File: src/rtl/delaygen_pkg.sv
// Shared types and defaults for the multi-channel delay generator.
package delaygen_pkg;

    typedef enum logic {StIdle, StRun} state_e;

    localparam int unsigned DefaultCntW = 16;

endpackage

File: src/rtl/delaygen_ch.sv
// One delay channel: latches a delay on start, counts it down, then pulses expire
// and sets a sticky out level; periodic mode reloads and keeps running.
module delaygen_ch
    import delaygen_pkg::*;
#(
    parameter int unsigned CNT_W     = DefaultCntW,
    parameter bit          RETRIGGER = 1'b1
) (
    input  logic             clk_i,
    input  logic             rst_i,
    input  logic             start_i,
    input  logic             stop_i,
    input  logic             periodic_i,
    input  logic [CNT_W-1:0] delay_i,
    output logic             busy_o,
    output logic             expire_o,
    output logic             out_o
);

    state_e             state_q;
    logic [CNT_W-1:0]   cnt_q;
    logic [CNT_W-1:0]   dly_q;
    logic               mode_q;
    logic               expire_q;
    logic               out_q;

    logic load;
    assign load = start_i && ((state_q == StIdle) || RETRIGGER);

    always_ff @(posedge clk_i) begin
        if (rst_i) begin
            state_q  <= StIdle;
            cnt_q    <= '0;
            dly_q    <= '0;
            mode_q   <= 1'b0;
            expire_q <= 1'b0;
            out_q    <= 1'b0;
        end else begin
            expire_q <= 1'b0;
            // Priority: stop, then (re)load, then counting/expiry.
            if (stop_i) begin
                state_q <= StIdle;
                cnt_q   <= '0;
                out_q   <= 1'b0;
            end else if (load) begin
                state_q <= StRun;
                cnt_q   <= delay_i;
                dly_q   <= delay_i;
                mode_q  <= periodic_i;
                out_q   <= 1'b0;
            end else if (state_q == StRun) begin
                if (cnt_q != '0) begin
                    cnt_q <= cnt_q - 1'b1;
                end else begin
                    expire_q <= 1'b1;
                    out_q    <= 1'b1;
                    if (mode_q) begin
                        cnt_q <= dly_q;
                    end else begin
                        state_q <= StIdle;
                    end
                end
            end
        end
    end

    assign busy_o   = (state_q == StRun);
    assign expire_o = expire_q;
    assign out_o    = out_q;

endmodule

File: src/rtl/delaygen_mc.sv
// Multi-channel programmable delay generator: NUM_CH independent delaygen_ch
// instances, each fed its own slice of the packed delay bus.
module delaygen_mc
    import delaygen_pkg::*;
#(
    parameter int unsigned NUM_CH    = 4,
    parameter int unsigned CNT_W     = DefaultCntW,
    parameter bit          RETRIGGER = 1'b1
) (
    input  logic                    clk,
    input  logic                    rst,
    input  logic [NUM_CH-1:0]       start,
    input  logic [NUM_CH-1:0]       stop,
    input  logic [NUM_CH-1:0]       periodic,
    input  logic [NUM_CH*CNT_W-1:0] delay,
    output logic [NUM_CH-1:0]       busy,
    output logic [NUM_CH-1:0]       expire,
    output logic [NUM_CH-1:0]       out
);

    for (genvar i = 0; i < NUM_CH; i++) begin : g_ch
        delaygen_ch #(
            .CNT_W     (CNT_W),
            .RETRIGGER (RETRIGGER)
        ) u_ch (
            .clk_i      (clk),
            .rst_i      (rst),
            .start_i    (start[i]),
            .stop_i     (stop[i]),
            .periodic_i (periodic[i]),
            .delay_i    (delay[i*CNT_W +: CNT_W]),
            .busy_o     (busy[i]),
            .expire_o   (expire[i]),
            .out_o      (out[i])
        );
    end

endmodule

File: config.mk
export PLATFORM = sky130hd
export DESIGN_NAME = delaygen_mc
export DESIGN_NICKNAME = d
export VERILOG_FILES = /design/src/rtl/delaygen_pkg.sv /design/src/rtl/delaygen_ch.sv /design/src/rtl/delaygen_mc.sv
export SDC_FILE = /design/constraint.sdc
export NUM_CORES = 1
export LEC_CHECK = 0
export ABC_AREA = 1
export BUFFER_PORTS_ARGS = -buffer_cell sky130_fd_sc_hd__buf_2
export CORE_ASPECT_RATIO = 1.2
export CORE_UTILIZATION = 60
export DETAILED_ROUTE_END_ITERATION = 16
export PLACE_DENSITY = 0.81
export SLEW_MARGIN = 0
export SYNTH_ARGS = -nofsm -noshare
export SYNTH_HDL_FRONTEND = slang
export SYNTH_SLANG_ARGS = --single-unit
File: constraint.sdc
create_clock -name clk -period 1.8 [get_ports clk]
set_input_delay 0.45 -clock clk [delete_from_list [all_inputs] [get_ports clk]]
set_output_delay 0.45 -clock clk [all_outputs]
set_load 0.005 [all_outputs]
# Yosys cells after proc, flatten, opt, wreduce, memory -nomap -nowiden
# Cells that the tools add are included.
dict set report op_classes {
  addsub 4
  muxes 36
  n_bitwise 12
  reduce_logical 36
}
# cell count
set op_table {}
lappend op_table {{2-to-1 mux 16 bit} 16}
lappend op_table {{nonzero test 16 bit} 4}
lappend op_table {{subtractor 16 x 1 -> 16 bit (second input constant)} 4}
lappend op_table {{AND reduction 2 bit} 12}
lappend op_table {{2-to-1 mux 1 bit} 20}
lappend op_table {{OR reduction 4 bit} 4}
lappend op_table {{NOT 1 bit} 12}
lappend op_table {{nonzero test 3 bit} 4}
lappend op_table {{OR reduction 3 bit} 4}
lappend op_table {{nonzero test 2 bit} 4}
lappend op_table {{OR reduction 2 bit} 4}
dict set report word_totals {
  register_bits 144
  output_inout_bits 12
}

# Depth between registers and ports, before layout
dict set report depth {
  depth_word 4
  ltp_mapped 12
}

# Cells and area by module
# From an unflattened synthesis, not the netlist that was laid out.
dict set report unflattened {
  hier_cells 1300
  area_unflattened_um2 8410.6
}
# mod n_inst cells_per_inst area_each_um2
set by_module_without_submodules {}
lappend by_module_without_submodules {{delaygen_ch at g_ch[2].u_ch ...} 2 326 2160.8}
lappend by_module_without_submodules {{delaygen_ch at g_ch[0].u_ch ...} 2 324 2044.5}

# Worst setup path before layout
# Ideal clock, no wire load.
dict set report synth_timing {
  path_type {input port to flip-flop}
  startpoint {input start[1]}
  endpoint {register g_ch[1].u_ch.cnt_q[12]}
  setup_ps 68
  t_arrival_ps 1466
  required_ps 1732
  path_slack_ps 266
  path_stages 8
  n_path_buf 3
  path_cell_list {clkbuf_1 -> inv_1 -> clkbuf_1 -> buf_2 -> nand3_1 -> nand2_1 -> inv_1 -> a21oi_2}
}
dict set report synth_via {
  elab_chain_cells 2
  word_cells_on_any_way 4
  cone_classes {1 x mux; 3 x reduce/logical}
}
# element line
set synth_rtl {}
lappend synth_rtl {{from (decl)} delaygen_mc.sv:12} ;# input logic [NUM_CH-1:0] start,
lappend synth_rtl {{nonzero test 3 bit (no source line) or nonzero test 2 bit (tied branches)} --}
lappend synth_rtl {{AND reduction 2 bit (no source line)} --}
lappend synth_rtl {{to (signal assigned)} delaygen_ch.sv:47} ;# cnt_q <= delay_i;
lappend synth_rtl {{to (signal assigned)} delaygen_ch.sv:53} ;# cnt_q <= cnt_q - 1'b1;
lappend synth_rtl {{to (signal assigned)} delaygen_ch.sv:58} ;# cnt_q <= dly_q;
lappend synth_rtl {{to (decl)} delaygen_ch.sv:21} ;# logic [CNT_W-1:0] cnt_q;
# Parallel ways exist; a longest one is shown, timed or not.
# A chain may end at the register's enable or synchronous reset.

# Final worst setup path
dict set report layout_timing {
  startpoint {register g_ch[3].u_ch.cnt_q[0]}
  endpoint {register g_ch[3].u_ch.cnt_q[7]}
}
dict set report layout_via {
  elab_chain_cells 4
  word_cells_on_any_way 7
  cone_classes {1 x add/sub; 3 x mux; 3 x reduce/logical}
}
# element line
set layout_rtl {}
lappend layout_rtl {{from (decl)} delaygen_ch.sv:21}
lappend layout_rtl {{from (signal assigned)} delaygen_ch.sv:47}
lappend layout_rtl {{from (signal assigned)} delaygen_ch.sv:53}
lappend layout_rtl {{from (signal assigned)} delaygen_ch.sv:58}
lappend layout_rtl {{subtractor 16 x 1 -> 16 bit or nonzero test 16 bit (tied branches)} {delaygen_ch.sv:53, delaygen_ch.sv:52}}
lappend layout_rtl {{2-to-1 mux 16 bit} delaygen_ch.sv:52} ;# if (cnt_q != '0) begin
lappend layout_rtl {{2-to-1 mux 16 bit} delaygen_ch.sv:51} ;# end else if (state_q == StRun) begin
lappend layout_rtl {{2-to-1 mux 16 bit} delaygen_ch.sv:45} ;# end else if (load) begin
# Parallel ways exist; a longest one is shown, timed or not. The select of a mux whose other input is x is not followed.

==> flow_summary_export.csv <==
group,metric,value,unit
final_layout,post-route-cell-area,9820,um2
setup_path,arrival,1990,ps
global_route,grt_remaining_overflow,0,
global_route,grt_start_max_net_pins,25,
die,die_extent_in_y,131,um
sta,finalSetupTns,0,ps
power_and_ir_drop,ir_worst_vdd,0.668,mV
die,row_count,46,
global_route,grt_busiest_layer,"met2",
synthesis,synth_most_common_cell,"nand2_1",
cts,cts-hold-fix-buffers,0,
routing,initial_drc_count,719,
power_and_ir_drop,leakage,4.83,nW
final_layout,post_route_cells_drive_above_1_share,15.2,%
routing,post_route_drc_violation_count,0,
die,pin_count,90,
sta,hold-worst-slack,258,ps
setup_path,crit_path_start_kind,"flop",
setup_path,timing.setup.critical_path_class,"reg2reg",
final_layout,area.sequential,2880,um2
sta,max_clock_skew,7.49,ps
synthesis,synth_common_cells,"nand2_1 (392), nor2_1 (199), inv_1 (148)",
sta,fin_crit_sh,93.0,%
sta,setup_viol,0,
final_layout,ant_cells,0,
synthesis,synth_cells,1378,
die,core_area,13400,um2
cts,deepest_clock_path_buffer_count,2,
die,start_util,62.5,%
sta,max_freq,597,MHz
routing,drt_first_pass_iters,5,
cts,htree_levels,4,
sta,maxSlewHeadroom,51.9,%
synthesis,synth_cell_types,33,
setup_path,worst-path-max-fanout,6,
setup_path,startpoint_of_the_worst_register_to_register_path,"g_ch[3].u_ch.cnt_q[0]",
synthesis,postSynthRegisterBits,144,
final_layout,syn2layout_area_growth,17.1,%
synthesis,synth_top_flop_cell,"dfxtp_1",
worst_hold_path,min_delay_worst_endpoint,"g_ch[3].u_ch.dly_q[1]",
final_layout,finish.net_count,1557,
die,die-area,14400,um2
cts,cts_tree,"done",
final_layout,layout.filler_cells,1201,
run_status,outcome,"complete, no violations",
final_layout,multi_input_comb_area,4730,um2
final_layout,utilization,73.2,%
setup_path,r2r_slack,130,ps
routing,totalWireLength,23400,um
synthesis,post-synth-top-area-fraction,34.4,%
global_route,globalRouteMet3Util,5.21,%
sta,layout_min_cycle_time,1670,ps
global_route,first_global_vias,8027,
global_route,use_met1,41.5,%
sta,count_of_final_hold_check_violations,0,
cts,clk_root_buffer_cell,"clkbuf_16",
place,hpwlAfterDp,16600,um
synthesis,synth_enable_flop_cells,0,
synthesis,synth-seq-area-share,34.4,%
place,placedInstanceArea,9040,um2
setup_path,worstPathRequired,2120,ps
cts,cts_buffers,17,
synthesis,netlist_top_cells_area,"dfxtp_1 (34%), nand2_1 (18%), nor2_1 (8.9%)",
place,placement.io_buffers,89,
cts,clock_sinks,144,
global_route,grt.met2_usage,55.3,%
setup_path,ff2ff_path_depth,10,
cts,clk_pin_slew,60,ps
synthesis,syn_area,8380,um2
setup_path,end_kind,"flop",
synthesis,synth.largest_area_cell,"dfxtp_1",
cts,clkLatencyLatePin,430,ps
worst_hold_path,min_path_type,"in2reg",
routing,route.vias.total,9048,
power_and_ir_drop,pwr_density_cell,967,nW/um2
job,max_cap_violations,0,
synthesis,synth.yosys.warnings,0,
global_route,grt_antenna_before_repair,0,
worst_hold_path,min_path_cells,3,
die,chip_width,110,um
place,globalplace.congestion,0.980,
global_route,grt_use_total,32.6,%
worst_hold_path,timing.hold.worst.start,"delay[49]",
routing,wire_per_inst,14.2,um
synthesis,synth_area_per_cell,6.08,um2
sta,maxSlewViolCount,0,
routing,postRouteAntennaNets,0,
synthesis,postSynthNetCount,1464,
synthesis,synthArstFlopShare,0,%
global_route,grt_first_pass_wirelength,37400,um
sta,tightest_slew,720,ps
setup_path,r2r-end,"g_ch[3].u_ch.cnt_q[7]",
routing,vias_per_cell,5.48,
-- final cells by class --
type / instances / area share (%)
multi-input cells: 1019 / 48.2
flip-flops and latches: 144 / 29.4
repair buffers: 129 / 7.60
inverters: 160 / 6.19
clock buffers: 20 / 4.65
well taps: 168 / 2.14
clock inverters: 12 / 1.85
-- stage by stage --
stage               std cells  worst slack, ps  total power [mW]
floorplan                1378              266              5.01
global placement         1617              104              5.55
detailed placement       1617             82.5              5.58
CTS                      1649             8.78              9.39
global route             1652            -2.78              9.94
finish                   1652              126              9.50
-- repair_timing --
item,CTS,global route
buffers inserted,0,1
gates resized for setup,0,27
setup endpoints to repair,0,48
-- cell families after synthesis --
logic type	count (synthesis)	synth area share, %
buffers and inverters	217	10.7
and+or+nand+nor	769	38.5
adders and majority gates	8	1.19
DFF	144	34.4
xor gates and xnor gates	10	1.05
AOI/OAI and AO/OA	230	14.2
-- where the power goes --
group          switching, mW  internal [mW]
logic                   1.42          0.753
clock network           1.44           2.40
registers              0.131           3.35
total                   2.99           6.50
-- state kept, by name (all words and copies together) (netlist names) --
signal and cells:
g_ch.u_ch.cnt_q 64, g_ch.u_ch.dly_q 64, g_ch.u_ch.busy_o 4, g_ch.u_ch.expire_o 4, g_ch.u_ch.mode_q 4, g_ch.u_ch.out_o 4
-- layer usage --
layer,vias up,routed length [um]
met4,0,473
met3,46,1590
met2,371,11400
met5,-,0
li1,4560,-
met1,4071,9930
-- placed cells by master (no fill, tap or decap), types with 5 or more instances in the layout --
| master | Yosys | routed |
|---|---|---|
| buf_4 | 12 | 40 |
| o21ai_1 | 23 | 23 |
| clkbuf_16 | 0 | 17 |
| nand3_1 | 124 | 124 |
| nor2_2 | 18 | 21 |
| nand3_4 | 0 | 6 |
| dfxtp_1 | 144 | 144 |
| ha_1 | 8 | 7 |
| nand3b_1 | 6 | 6 |
| xor2_1 | 7 | 7 |
| nand4_1 | 8 | 8 |
| nand2_4 | 4 | 5 |
| buf_2 | 9 | 89 |
| inv_1 | 148 | 146 |
| nand2_1 | 392 | 390 |
| nand2_2 | 5 | 6 |
| o21ai_0 | 72 | 72 |
| nor2_1 | 199 | 193 |
| inv_2 | 11 | 10 |
| a21oi_1 | 122 | 122 |
-- how the worst max path moves through the flow --
stage                          startpoint                     end  cells past startpoint
floorplan                        start[1]  g_ch[1].u_ch.cnt_q[12]                      8
global placement    g_ch[3].u_ch.cnt_q[0]   g_ch[3].u_ch.cnt_q[8]                     10
detailed placement  g_ch[3].u_ch.cnt_q[0]   g_ch[3].u_ch.cnt_q[5]                     10
CTS                 g_ch[3].u_ch.cnt_q[0]   g_ch[3].u_ch.cnt_q[8]                     10
global route        g_ch[3].u_ch.cnt_q[0]  g_ch[3].u_ch.cnt_q[15]                      9
finish              g_ch[3].u_ch.cnt_q[0]   g_ch[3].u_ch.cnt_q[7]                     10
-- critical path, stage by stage (launching register included) --
cell and delay [ps]:
dfxtp_1 360, inv_2 100, ha_1 200, nand2_1 100, nor2_4 150, nand2_2 120, buf_4 180, nand2_1 90
nand3_1 70, nand2_1 100, a21oi_1 80
No activity file was read; power rests on OpenSTA's default activity.
